==> src/rtl/ysyx22041405_ifu_if.sv <==
// ----------------------------------------------------------------------------
// ysyx22041405_ifu_if
//   Bundles every handshake/bus signal of the instruction fetch unit:
//   the instruction-memory request/response channel, the EXU redirect
//   input and the IF->ID output channel.
//
//   Handshake rule for both valid/ready pairs (imem_req_* and
//   if_valid/id_ready): a transfer happens on a rising clock edge where
//   valid and ready are both 1; once valid is raised, the sender holds
//   valid and its payload stable until that transfer (or a redirect).
//   imem_rsp_valid and redirect_valid are single-cycle strobes with no ready.
//
//   master : the IFU side
//   slave  : the environment side (memory, EXU, IDU)
// ----------------------------------------------------------------------------
interface ysyx22041405_ifu_if #(
   parameter int WIDTH = 32
);
   logic               imem_req_valid;
   logic               imem_req_ready;
   logic [WIDTH-1:0]   imem_addr;
   logic               imem_rsp_valid;
   logic [WIDTH-1:0]   imem_rsp_data;
   logic               imem_rsp_err;
   logic               redirect_valid;
   logic [WIDTH-1:0]   redirect_pc;
   logic [2*WIDTH-1:0] IF_ID_message;
   logic               if_valid;
   logic               id_ready;

   modport master (
      output imem_req_valid, imem_addr, IF_ID_message, if_valid,
      input  imem_req_ready, imem_rsp_valid, imem_rsp_data, imem_rsp_err,
             redirect_valid, redirect_pc, id_ready
   );

   modport slave (
      input  imem_req_valid, imem_addr, IF_ID_message, if_valid,
      output imem_req_ready, imem_rsp_valid, imem_rsp_data, imem_rsp_err,
             redirect_valid, redirect_pc, id_ready
   );
endinterface

==> src/rtl/ysyx22041405_ifu.sv <==
// ----------------------------------------------------------------------------
// ysyx22041405_ifu
//   Instruction fetch unit. Owns the PC, issues one instruction-memory
//   request at a time, and hands {pc, inst} to the IDU through a
//   one-entry output register. EXU redirects reload the PC and squash any
//   fetch that is still in flight.
//
// Ports
//   clk       : clock, rising edge
//   rst       : asynchronous, active-low reset
//   bus       : ysyx22041405_ifu_if.master (imem req/rsp, redirect, IF->ID)
//   inst_cnt  : number of instructions accepted by the IDU (wraps)
//   state_dbg : current FSM state (0 IDLE, 1 REQ, 2 WAIT, 3 OUT)
// ----------------------------------------------------------------------------
module ysyx22041405_ifu #(
   parameter int               WIDTH    = 32,
   parameter logic [WIDTH-1:0] RESET_PC = WIDTH'(32'h8000_0000)
) (
   input  logic                      clk,
   input  logic                      rst,
   ysyx22041405_ifu_if.master        bus,
   output logic [31:0]               inst_cnt,
   output logic [1:0]                state_dbg
);

   typedef enum logic [1:0] {
      IDLE = 2'd0,
      REQ  = 2'd1,
      WAIT = 2'd2,
      OUT  = 2'd3
   } state_t;

   // Delivered on a fetch fault so the IDU traps at the faulting pc.
   localparam logic [WIDTH-1:0] EBREAK = WIDTH'(32'h0010_0073);

   state_t           state, state_n;
   logic [WIDTH-1:0] pc, pc_n;
   logic [WIDTH-1:0] out_inst, out_inst_n;
   logic             drop, drop_n;
   logic [31:0]      cnt_n;
   logic [WIDTH-1:0] redirect_aligned;

   assign redirect_aligned = {bus.redirect_pc[WIDTH-1:2], 2'b00};

   // ---------------------------------------------------------------- state
   always_ff @(posedge clk or negedge rst) begin
      if (!rst) begin
         state    <= IDLE;
         pc       <= RESET_PC;
         drop     <= 1'b0;
         out_inst <= '0;
         inst_cnt <= '0;
      end else begin
         state    <= state_n;
         pc       <= pc_n;
         drop     <= drop_n;
         out_inst <= out_inst_n;
         inst_cnt <= cnt_n;
      end
   end

   // ----------------------------------------------------- next-state logic
   // redirect_valid wins over every other event in every state.
   always_comb begin
      state_n    = state;
      pc_n       = pc;
      drop_n     = drop;
      out_inst_n = out_inst;
      cnt_n      = inst_cnt;

      case (state)
         IDLE: begin
            state_n = REQ;
            if (bus.redirect_valid) pc_n = redirect_aligned;
         end

         REQ: begin
            if (bus.redirect_valid) begin
               pc_n = redirect_aligned;
               if (bus.imem_req_ready) begin
                  // The request already went out with the old pc; its
                  // response must be thrown away.
                  drop_n  = 1'b1;
                  state_n = WAIT;
               end
            end else if (bus.imem_req_ready) begin
               state_n = WAIT;
            end
         end

         WAIT: begin
            if (bus.redirect_valid) begin
               pc_n = redirect_aligned;
               if (bus.imem_rsp_valid) begin
                  // Response for the stale pc lands right now: consume it
                  // and go straight back to fetching.
                  drop_n  = 1'b0;
                  state_n = REQ;
               end else begin
                  drop_n  = 1'b1;
               end
            end else if (bus.imem_rsp_valid) begin
               if (drop) begin
                  drop_n  = 1'b0;
                  state_n = REQ;
               end else begin
                  out_inst_n = bus.imem_rsp_err ? EBREAK : bus.imem_rsp_data;
                  state_n    = OUT;
               end
            end
         end

         OUT: begin
            if (bus.redirect_valid) begin
               // Held instruction is on the wrong path: not counted.
               pc_n    = redirect_aligned;
               state_n = REQ;
            end else if (bus.id_ready) begin
               pc_n    = pc + WIDTH'(4);
               cnt_n   = inst_cnt + 32'd1;
               state_n = REQ;
            end
         end

         default: state_n = IDLE;
      endcase
   end

   // --------------------------------------------------------------- outputs
   assign bus.imem_req_valid = (state == REQ);
   assign bus.imem_addr      = pc;
   assign bus.if_valid       = (state == OUT);
   // pc is frozen while in OUT, so {pc, out_inst} is the fetched pair.
   assign bus.IF_ID_message  = (state == OUT) ? {pc, out_inst} : '0;
   assign state_dbg          = state;

endmodule

==> src/flat_wrapper.sv <==
// flat-port wrapper written by rule: the top's interface ports become plain ports
module ysyx22041405_ifu_flat 
#(
   parameter int               WIDTH    = 32,
   parameter logic [WIDTH-1:0] RESET_PC = WIDTH'(32'h8000_0000)
)
  (clk, rst, inst_cnt, state_dbg, bus_imem_req_valid, bus_imem_addr, bus_IF_ID_message, bus_if_valid, bus_imem_req_ready, bus_imem_rsp_valid, bus_imem_rsp_data, bus_imem_rsp_err, bus_redirect_valid, bus_redirect_pc, bus_id_ready);
  ysyx22041405_ifu_if #(.WIDTH(WIDTH)) bus_i ();
  input  logic clk;
  input  logic rst;
  output logic [31:0] inst_cnt;
  output logic [1:0] state_dbg;
  output wire logic [$bits(bus_i.imem_req_valid)-1:0] bus_imem_req_valid;
  output wire logic [$bits(bus_i.imem_addr)-1:0] bus_imem_addr;
  output wire logic [$bits(bus_i.IF_ID_message)-1:0] bus_IF_ID_message;
  output wire logic [$bits(bus_i.if_valid)-1:0] bus_if_valid;
  input wire logic [$bits(bus_i.imem_req_ready)-1:0] bus_imem_req_ready;
  input wire logic [$bits(bus_i.imem_rsp_valid)-1:0] bus_imem_rsp_valid;
  input wire logic [$bits(bus_i.imem_rsp_data)-1:0] bus_imem_rsp_data;
  input wire logic [$bits(bus_i.imem_rsp_err)-1:0] bus_imem_rsp_err;
  input wire logic [$bits(bus_i.redirect_valid)-1:0] bus_redirect_valid;
  input wire logic [$bits(bus_i.redirect_pc)-1:0] bus_redirect_pc;
  input wire logic [$bits(bus_i.id_ready)-1:0] bus_id_ready;
  assign bus_imem_req_valid = bus_i.imem_req_valid;
  assign bus_imem_addr = bus_i.imem_addr;
  assign bus_IF_ID_message = bus_i.IF_ID_message;
  assign bus_if_valid = bus_i.if_valid;
  assign bus_i.imem_req_ready = bus_imem_req_ready;
  assign bus_i.imem_rsp_valid = bus_imem_rsp_valid;
  assign bus_i.imem_rsp_data = bus_imem_rsp_data;
  assign bus_i.imem_rsp_err = bus_imem_rsp_err;
  assign bus_i.redirect_valid = bus_redirect_valid;
  assign bus_i.redirect_pc = bus_redirect_pc;
  assign bus_i.id_ready = bus_id_ready;
  ysyx22041405_ifu #(.WIDTH(WIDTH), .RESET_PC(RESET_PC)) u_core (.clk(clk), .rst(rst), .bus(bus_i), .inst_cnt(inst_cnt), .state_dbg(state_dbg));
endmodule
==> config.mk <==
export PLATFORM = sky130hd
export DESIGN_NAME = ysyx22041405_ifu_flat
export DESIGN_NICKNAME = d
export VERILOG_FILES = /design/src/rtl/ysyx22041405_ifu_if.sv /design/src/rtl/ysyx22041405_ifu.sv /design/src/flat_wrapper.sv
export SDC_FILE = /design/constraint.sdc
export NUM_CORES = 1
export LEC_CHECK = 0
export ABC_AREA = 1
export BUFFER_PORTS_ARGS = -buffer_cell sky130_fd_sc_hd__buf_2
export CAP_MARGIN = 20
export CORE_ASPECT_RATIO = 0.7
export CORE_MARGIN = 2
export CORE_UTILIZATION = 44
export CTS_BUF_LIST = sky130_fd_sc_hd__clkbuf_8
export DETAILED_ROUTE_END_ITERATION = 12
export GPL_TIMING_DRIVEN = 0
export PLACE_DENSITY_LB_ADDON = 0.12
export SYNTH_ARGS = -nofsm -noshare
export SYNTH_HDL_FRONTEND = slang
export SYNTH_SLANG_ARGS = --single-unit
==> constraint.sdc <==
create_clock -name clk -period 4.95 [get_ports clk]
set_input_delay 0.99 -clock clk [delete_from_list [all_inputs] [get_ports clk]]
set_output_delay 0.99 -clock clk [all_outputs]
set_load 0.02 [all_outputs]
==> After elaboration in Yosys (flattened, before gate mapping) <==
Cells that the tools add are included.
{ "word_totals": {"out_inout_bits": 132, "reg_bits": 99, "latchBits": 0, "mem_count": 0, "ramBits": 0, "mem_bits_ro": 0, "wordCells": 46, "in_bits": 71} }
{ "op_classes": {"add_sub_neg": 2, "div": 0, "reduce_logical": 8, "muxes": 20, "n_shift": 0, "n_eq_ne": 9, "bitwise_logic": 2, "magnitude_cmp": 0, "mul": 0} }
{ "ops": {"columns": ["cell", "count"], "rows": [
  ["32-bit two-way mux", 4],
  ["64-bit two-way mux", 1],
  ["32-bit case mux with 2 select lines", 1],
  ["32-bit by 1-bit adder with 32-bit output (second input constant)", 1],
  ["32-bit by 3-bit adder with 32-bit output (second input constant)", 1],
  ["2-bit two-way mux", 7],
  ["2-bit case mux with 4 select lines", 1],
  ["4-bit AND reduction", 2],
  ["2-bit by 1-bit != test with 1-bit output (second input constant)", 3],
  ["3-bit AND reduction", 2],
  ["1-bit two-way mux", 5],
  ["2-bit == test (second input constant)", 2],
  ["3-bit by 1-bit != test with 1-bit output (second input constant)", 1],
  ["3-bit != test (second input constant)", 1],
  ["3-bit OR reduction", 1],
  ["2-bit by 1-bit == test with 1-bit output (second input constant)", 1],
  ["2-bit logical NOT", 1],
  ["2-bit != test (second input constant)", 1],
  ["1-bit inverter", 2],
  ["1-bit case mux with 2 select lines", 1],
  ["2-bit AND reduction", 1],
  ["2-bit nonzero test", 1]
]} }

==> Depth between registers and ports, before layout <==
Gate-level depths: netlist (run 1).
{ "depth": {"word_depth": 4, "ltp_mapped": 12} }

==> Worst setup path before layout (run 1) <==
OpenSTA, ideal clock, no wires.
{ "synth_timing": {"path_kind": "reg-to-output", "from": "register u_core.state[1] (netlist: u_core.state_dbg[1])", "to": "output port bus_IF_ID_message[58]", "path_buffers": 2, "t_arrival_ps": 1557, "stages_incl_launch_ff": 6, "required_ps": 3960, "setup_slack_ps": 2403, "path_cell_list": "dfrtp_1 > ha_1 > buf_2 > buf_1 > nand2_1 > inv_1"} }
{ "synth_via": {"elab_chain_len": 2} }
{ "synth_rtl": {"columns": ["item", "line_no", "text"], "rows": [
  ["start: declaration", "ysyx22041405_ifu.sv:36", "state_t state, state_n;"],
  ["start signal: assignment", "ysyx22041405_ifu.sv:54", "state <= state_n;"],
  ["2-bit == test", null, null],
  ["named net bus_if_valid", "flat_wrapper.sv:16", "output wire logic [$bits(bus_i.if_valid)-1:0] bus_if_valid;"],
  ["64-bit two-way mux", "ysyx22041405_ifu.sv:134", "assign bus.IF_ID_message = (state == OUT) ? {pc, out_inst} : '0;"],
  ["end: declaration", "flat_wrapper.sv:15", "output wire logic [$bits(bus_i.IF_ID_message)-1:0] bus_IF_ID_message;"]
]} }
The timed path passes the listed nets, and every way through them passes these cells.

==> Worst setup path in the final report (run 1) <==
{ "layout_timing": {"from": "register u_core.state[0] (netlist: u_core.state_dbg[0])", "to": "output port bus_IF_ID_message[44]"} }
{ "layout_via": {"elab_chain_len": 2} }
{ "layout_rtl": {"columns": ["item", "line_no"], "rows": [
  ["2-bit == test", "ysyx22041405_ifu.sv:134"],
  ["64-bit two-way mux", "ysyx22041405_ifu.sv:134"]
]} }
No other way between the ends.

==> impl_metrics.xml, run 1 <==
<?xml version="1.0" encoding="UTF-8"?>
<metrics>
  <group name="grt">
    <metric name="grt_pass1_vias" unit="">5631</metric>
    <metric name="globalRouteOverflowTotal" unit="">0</metric>
    <metric name="grt_start_max_net_pins" unit="">60</metric>
    <metric name="grt_usage" unit="%">23.6</metric>
    <metric name="grt_pass1_wl" unit="um">28000</metric>
    <metric name="grt_antenna_before_repair" unit="">0</metric>
  </group>
  <group name="sta">
    <metric name="timing.final.ws_setup" unit="ps">1840</metric>
    <metric name="max_slew.worst_pin.slew" unit="ps">775</metric>
    <metric name="timing.final.crit_share" unit="%">62.8</metric>
    <metric name="finalSetupTns" unit="ps">0</metric>
    <metric name="timing.final.hold_violations" unit="">0</metric>
    <metric name="drv_slew" unit="">0</metric>
    <metric name="max_clock_freq" unit="MHz">322</metric>
    <metric name="setup_viol" unit="">0</metric>
    <metric name="fin_worst_skew" unit="ps">12.9</metric>
    <metric name="period_minus_slack" unit="ps">3110</metric>
    <metric name="rsz0062_at_grt" unit="">false</metric>
    <metric name="maxSlewHeadroom" unit="%">48.3</metric>
  </group>
  <group name="clocking">
    <metric name="cts.repair_timing.setup_buffer_count" unit="">0</metric>
    <metric name="worst_setup_hold_path_clk_slew" unit="ps">100</metric>
    <metric name="cts_sinks" unit="">97</metric>
    <metric name="clk_root_buffer_cell" unit="">clkbuf_8</metric>
    <metric name="cts_tree" unit="">yes</metric>
    <metric name="clk_path_buf_depth" unit="">2</metric>
    <metric name="clock_insertion_delay_worst_skew" unit="ps">380</metric>
    <metric name="cts_inserted_buffers" unit="">9</metric>
    <metric name="cts_htree_levels" unit="">3</metric>
    <metric name="holdBufCountCts" unit="">0</metric>
    <metric name="cts_resized" unit="">0</metric>
  </group>
  <group name="final_layout">
    <metric name="multi_input_comb_area" unit="um2">2940</metric>
    <metric name="design.final.nets" unit="">1221</metric>
    <metric name="fraction_of_layout_instances_using_a_drive_strength_above_1" unit="%">21.5</metric>
    <metric name="fillerInstances" unit="">1460</metric>
    <metric name="synthToLayoutAreaGrowth" unit="%">23.9</metric>
    <metric name="layout.area.seq" unit="um2">2430</metric>
    <metric name="antenna-diode-count" unit="">0</metric>
  </group>
  <group name="synth">
    <metric name="async_reset_ff_share" unit="%">100</metric>
    <metric name="synth.avg_cell_area" unit="um2">6.61</metric>
    <metric name="synth_top_area_cell" unit="">dfrtp_1</metric>
    <metric name="ys_top_cells_by_area" unit="">dfrtp_1 39%, nand2_1 18%, inv_1 10%, nor2_1 6.6%, o21ai_0 4.5%</metric>
    <metric name="synth_seq_area_share" unit="%">39.4</metric>
    <metric name="synth_seq_cells" unit="">97</metric>
    <metric name="synth_common_cells" unit="">293 x nand2_1, 165 x inv_1, 108 x nor2_1</metric>
    <metric name="post-synth-top-count-cell" unit="">nand2_1</metric>
    <metric name="synth_edf_count" unit="">0</metric>
    <metric name="post_synthesis_cells" unit="">933</metric>
    <metric name="synth_largest_type_area_fraction" unit="%">39.0</metric>
    <metric name="syn_area" unit="um2">6170</metric>
    <metric name="yosysUniqueCellTypes" unit="">35</metric>
    <metric name="yosys_most_used_dff" unit="">dfrtp_1</metric>
    <metric name="ys.warnings.count" unit="">0</metric>
  </group>
  <group name="status">
    <metric name="run_status" unit="">completed</metric>
  </group>
  <group name="flow_run">
    <metric name="drv_cap" unit="">0</metric>
  </group>
  <group name="drt">
    <metric name="routed-via-count" unit="">6275</metric>
    <metric name="first_pass_iters" unit="">5</metric>
    <metric name="wire_length_per_cell_after_detailed_routing" unit="um">13.0</metric>
    <metric name="first_iter_violations" unit="">340</metric>
    <metric name="wl" unit="um">17500</metric>
    <metric name="route.detailed.vias_per_inst" unit="">4.69</metric>
    <metric name="postRouteAntennaNets" unit="">0</metric>
    <metric name="number_of_drc_violations_after_detailed_routing" unit="">0</metric>
  </group>
  <group name="worst_setup_path">
    <metric name="criticalPathCategory" unit="">flop to output pin</metric>
    <metric name="worst_setup_path_start_kind" unit="">flop</metric>
    <metric name="worstSetupEndpointType" unit="">output pin</metric>
    <metric name="critPathRequiredTime" unit="ps">3960</metric>
    <metric name="critPathMaxFanout" unit="">10</metric>
    <metric name="worst-r2r-cell-count" unit="">10</metric>
    <metric name="worst_ep_arrival_time" unit="ps">2120</metric>
  </group>
  <group name="pwr">
    <metric name="static-leakage-power" unit="nW">4.51</metric>
    <metric name="power_per_cell_area" unit="nW/um2">417</metric>
    <metric name="max-vdd-ir-drop" unit="mV">0.199</metric>
  </group>
  <group name="floorplan">
    <metric name="placement_rows" unit="">36</metric>
    <metric name="die_height" unit="um">103</metric>
    <metric name="design.die.area" unit="um2">15000</metric>
    <metric name="coreArea" unit="um2">13800</metric>
    <metric name="chipWidth" unit="um">146</metric>
    <metric name="initial_core_util" unit="%">44.7</metric>
    <metric name="floorplan.io_pins" unit="">203</metric>
  </group>
  <group name="place">
    <metric name="gp_congestion" unit="">0.898</metric>
    <metric name="placement.setup.worst_slack" unit="ps">2240</metric>
    <metric name="dp.final_hpwl" unit="um">13400</metric>
    <metric name="numPortBuffers" unit="">196</metric>
  </group>
  <group name="min_path">
    <metric name="worst_hold_path_type" unit="">flop to flop</metric>
    <metric name="hold-path-cell-count" unit="">2</metric>
  </group>
</metrics>
## registers in the layout, indices dropped and copies added (netlist names)
register	cells
u_core.inst_cnt	32
u_core.out_inst	32
u_core.bus.imem_addr	30
u_core.state_dbg	2
u_core.drop	1
## power by group
part	internal, W	switching, W
registers	0.00103	0.000257
clock network	0.000284	0.000292
logic	0.000444	0.000873
total	0.00176	0.00142
## critical path, stage by stage (launching register included)
cell and delay (ps):
dfrtp_1 470, ha_1 220, buf_2 250, clkbuf_1 420, nand2_1 120, inv_1 90
buf_2 160
## kinds of logic after synthesis
family          share of synthesized area, %
xor+xnor                                3.27
flops                                   39.4
fa+ha+maj                               1.22
simple gates                            33.6
buf+inv                                 13.1
other cells                           0.0608
compound gates                          9.43
## final timing paths
kind	from	to	slack, ps
max in group asynchronous	rst	u_core.inst_cnt[4]$_DFFE_PN0P_	3600
hold reg to reg	u_core.bus.imem_addr[31]$_DFFE_PN1P_	u_core.bus.imem_addr[31]$_DFFE_PN1P_	500
setup reg to reg	u_core.state_dbg[0]$_DFFE_PN0P_	u_core.bus.imem_addr[6]$_DFFE_PN0P_	2750
hold / removal	u_core.bus.imem_addr[31]$_DFFE_PN1P_	u_core.bus.imem_addr[31]$_DFFE_PN1P_	500
min in group asynchronous	rst	u_core.out_inst[27]$_DFFE_PN0P_	670
setup / recovery	u_core.state_dbg[0]$_DFFE_PN0P_	bus_IF_ID_message[44]	1840
## metrics by stage
stage / instance area, um2 / cells / total power [W] / hold WS, ps / utilization [%]
after floorplan: 6180 / 936 / 0.00214 / 495 / -
after global placement: 7400 / 1322 / 0.00261 / 481 / 53.7
after detailed placement: 7420 / 1323 / 0.00262 / 485 / 53.8
after CTS: 7640 / 1339 / 0.00321 / 500 / 55.4
after global routing: 7640 / 1339 / 0.00344 / 517 / 55.4
final: 7640 / 1339 / 0.00318 / 499 / 55.4
## final cells by class
type	count	share of cell area [%]
Buffer	35	2.36
Tap cell	190	3.11
Timing Repair Buffer	197	13.1
Inverter	167	8.21
Sequential cell	97	31.8
Multi-Input combinational cell	637	38.5
Clock inverter	7	1.24
Clock buffer	9	1.62
## cell usage in the layout, fill, tap and decap left out, types with 2 or more instances in the layout
cell type / synthesis / final
o21ai_0: 55 / 55
dfrtp_1: 96 / 96
bufinv_16: 0 / 2
nor2_2: 2 / 2
nor2_4: 4 / 4
xnor2_1: 10 / 10
clkbuf_1: 8 / 8
nor3_1: 11 / 11
inv_1: 165 / 166
nand3b_1: 9 / 9
buf_2: 15 / 210
nor2_1: 108 / 108
xor2_1: 13 / 13
clkbuf_8: 0 / 9
nand4_1: 16 / 16
ha_1: 6 / 6
buf_1: 5 / 5
nand2_1: 293 / 293
buf_4: 6 / 7
a31oi_1: 3 / 3
conb_1: 1 / 4
o21bai_1: 6 / 6
clkinvlp_4: 0 / 3
a21oi_1: 38 / 38
o31ai_1: 2 / 2
o22ai_1: 2 / 2
nand3_1: 48 / 48
## metal layers
metal	part of all wire (%)	track usage, %
met2	43	38.0
met3	5.9	5.40
met5	0	0
met1	49	32.4
met4	1.6	6.18
(Power assumes the default switching activity.)
==> inputs of run 2 (changes only) <==
==> constraint.sdc (replaced) <==
create_clock -name clk -period 2.6 [get_ports clk]
set_input_delay 0.52 -clock clk [delete_from_list [all_inputs] [get_ports clk]]
set_output_delay 0.52 -clock clk [all_outputs]
set_load 0.02 [all_outputs]
==> run 2 against run 1 <==
Die area is the same. Routed wire length is essentially flat. Clock skew shrank 3.6 ps. First-iteration DRC count grew 5.9%. Cell count is the same. Cell area is essentially flat. Total power grew 90%. Combinational power grew 90%. Critical endpoint unchanged. Highest routed layer unchanged.
==> impl_metrics.xml, run 2 (synthesis results as in run 1) <==
<?xml version="1.0" encoding="UTF-8"?>
<metrics>
  <group name="final_layout">
    <metric name="fin_util" unit="%">55.5</metric>
    <metric name="synthToLayoutAreaGrowth" unit="%">24.0</metric>
    <metric name="fraction_of_layout_instances_using_a_drive_strength_above_1" unit="%">22.0</metric>
    <metric name="design.final.nets" unit="">1221</metric>
    <metric name="antenna-diode-count" unit="">0</metric>
    <metric name="layout_common_cells" unit="">293 x nand2_1, 213 x buf_2, 166 x inv_1</metric>
    <metric name="finalNonFillerCells" unit="">1339</metric>
    <metric name="post-route-cell-area" unit="um2">7650</metric>
    <metric name="fillerInstances" unit="">1461</metric>
    <metric name="most_common_cell_after_layout_fill_and_taps_aside" unit="">nand2_1</metric>
  </group>
  <group name="floorplan">
    <metric name="initial_core_util" unit="%">44.7</metric>
    <metric name="design.die.area" unit="um2">15000</metric>
    <metric name="die_height" unit="um">103</metric>
    <metric name="chipWidth" unit="um">146</metric>
    <metric name="coreArea" unit="um2">13800</metric>
    <metric name="floorplan.io_pins" unit="">203</metric>
    <metric name="placement_rows" unit="">36</metric>
  </group>
  <group name="sta">
    <metric name="hold_ws" unit="ps">197</metric>
    <metric name="finalSetupTns" unit="ps">0</metric>
    <metric name="maxSlewHeadroom" unit="%">48.5</metric>
    <metric name="timing.final.crit_share" unit="%">93.8</metric>
    <metric name="setup_viol" unit="">0</metric>
    <metric name="timing.final.hold_violations" unit="">0</metric>
    <metric name="max_clock_freq" unit="MHz">410</metric>
    <metric name="fin_worst_skew" unit="ps">9.34</metric>
    <metric name="drv_slew" unit="">0</metric>
    <metric name="max_slew.worst_pin.slew" unit="ps">773</metric>
    <metric name="rsz0062_at_grt" unit="">false</metric>
    <metric name="period_minus_slack" unit="ps">2440</metric>
  </group>
  <group name="drt">
    <metric name="route.top_layer_used" unit="">met4</metric>
    <metric name="route.detailed.vias_per_inst" unit="">4.70</metric>
    <metric name="wl" unit="um">17400</metric>
    <metric name="first_iter_violations" unit="">360</metric>
    <metric name="first_pass_iters" unit="">5</metric>
    <metric name="number_of_drc_violations_after_detailed_routing" unit="">0</metric>
    <metric name="postRouteAntennaNets" unit="">0</metric>
    <metric name="wl_met3" unit="um">1100</metric>
    <metric name="m1WireLength" unit="um">8480</metric>
    <metric name="amount_of_wire_on_met2_after_detailed_routing" unit="um">7590</metric>
    <metric name="wire_length_per_cell_after_detailed_routing" unit="um">13.0</metric>
    <metric name="routed-via-count" unit="">6292</metric>
  </group>
  <group name="clocking">
    <metric name="clk_root_buffer_cell" unit="">clkbuf_8</metric>
    <metric name="worst_setup_hold_path_clk_slew" unit="ps">90</metric>
    <metric name="cts_htree_levels" unit="">3</metric>
    <metric name="cts_tree" unit="">yes</metric>
    <metric name="clk_path_buf_depth" unit="">2</metric>
    <metric name="cts_sinks" unit="">97</metric>
    <metric name="clock_insertion_delay_worst_skew" unit="ps">380</metric>
    <metric name="cts_inserted_buffers" unit="">9</metric>
  </group>
  <group name="worst_setup_path">
    <metric name="worstSetupEndpointType" unit="">output pin</metric>
    <metric name="critPathMaxFanout" unit="">10</metric>
    <metric name="worst_ep_arrival_time" unit="ps">1920</metric>
    <metric name="worst_setup_path_start_kind" unit="">flop</metric>
    <metric name="critPathRequiredTime" unit="ps">2080</metric>
    <metric name="crit_path_top_delay_cell" unit="">dfrtp_1</metric>
    <metric name="max_stage_delay" unit="ps">470</metric>
    <metric name="cell_family_with_the_largest_share_of_critical_path_delay" unit="">buffers and inverters</metric>
    <metric name="worst_path_most_repeated_cell" unit="">buf_2</metric>
    <metric name="path_cells" unit="">ha_1 &gt; buf_2 &gt; clkbuf_2 &gt; nand2_1 &gt; inv_1 &gt; buf_2</metric>
    <metric name="criticalPathCategory" unit="">flop to output pin</metric>
    <metric name="critical_path_buf_inv_count" unit="">4</metric>
  </group>
  <group name="grt">
    <metric name="grt_usage" unit="%">23.6</metric>
    <metric name="grt_antenna_before_repair" unit="">0</metric>
    <metric name="grt_pass1_vias" unit="">5632</metric>
    <metric name="grt_start_max_net_pins" unit="">60</metric>
    <metric name="globalRouteOverflowTotal" unit="">0</metric>
    <metric name="grt_pass1_wl" unit="um">28000</metric>
  </group>
  <group name="place">
    <metric name="placed_cells" unit="">1323</metric>
    <metric name="numPortBuffers" unit="">196</metric>
    <metric name="dp.final_hpwl" unit="um">13400</metric>
    <metric name="dpl_cell_area" unit="um2">7420</metric>
    <metric name="gp_congestion" unit="">0.898</metric>
  </group>
  <group name="status">
    <metric name="run_status" unit="">completed</metric>
  </group>
  <group name="pwr">
    <metric name="power_per_cell_area" unit="nW/um2">793</metric>
    <metric name="max-vdd-ir-drop" unit="mV">0.379</metric>
    <metric name="static-leakage-power" unit="nW">4.54</metric>
  </group>
  <group name="min_path">
    <metric name="worst_hold_path_type" unit="">primary input to asynchronous set/reset pin</metric>
  </group>
  <group name="flow_run">
    <metric name="drv_cap" unit="">0</metric>
  </group>
</metrics>
run 2: changes by cell type in the layout (fill, tap and decap cells not counted), sizes merged:
cell    change
buf         -2
clkbuf      +2
run 2: through the flow:
stage,total power [W],setup WS (ps)
2_1_floorplan,0.00408,523
3_3_place_gp,0.00496,-53.2
3_5_place_dp,0.00500,357
4_1_cts,0.00612,21.5
5_1_grt,0.00655,21.9
6_report,0.00606,161
run 2: path summary, 6_finish.rpt:
kind	slack, ps	endpoint	cells past startpoint	from
worst max-delay path	160	bus_IF_ID_message[44]	6	u_core.state_dbg[1]$_DFFE_PN0P_
worst min-delay path	200	u_core.out_inst[27]$_DFFE_PN0P_	1	rst
worst max register to register	420	u_core.bus.imem_addr[6]$_DFFE_PN0P_	10	u_core.state_dbg[1]$_DFFE_PN0P_
worst min register to register	500	u_core.bus.imem_addr[31]$_DFFE_PN1P_	2	u_core.bus.imem_addr[31]$_DFFE_PN1P_
max in group asynchronous	1720	u_core.inst_cnt[4]$_DFFE_PN0P_	2	rst
min in group clk	370	u_core.out_inst[18]$_DFFE_PN0P_	3	bus_imem_rsp_data[18]
run 2: metal layers:
layer  track usage (%)  up-vias
met5                 0        -
met3              5.40       19
li1                  -     3277
met2              38.0      183
met1              32.4     2813
met4              6.18        0
run 2: what timing repair did:
| item | CTS | global route |
|---|---|---|
| setup buffers | 0 | 0 |
| resized for setup | 4 | 2 |
| setup endpoints to repair | 33 | 20 |
| hold buffers | 0 | 0 |
run 2: cell type report:
class | count | area [um2] | share of cell area, %
tap | 190 | 238 | 3.11
timing repair buffer | 197 | 1000 | 13.1
clock inverter | 7 | 95.1 | 1.24
buffer | 35 | 188 | 2.45
multi-input combinational | 637 | 2940 | 38.5
sequential | 97 | 2430 | 31.8
clock buffer | 9 | 124 | 1.62
inverter | 167 | 627 | 8.20
run 2: power breakdown:
group,total (W),switching (W),internal (W)
Combinational,0.00251,0.00166,0.000852
Sequential,0.00245,0.000489,0.00197
Clock,0.00110,0.000554,0.000541
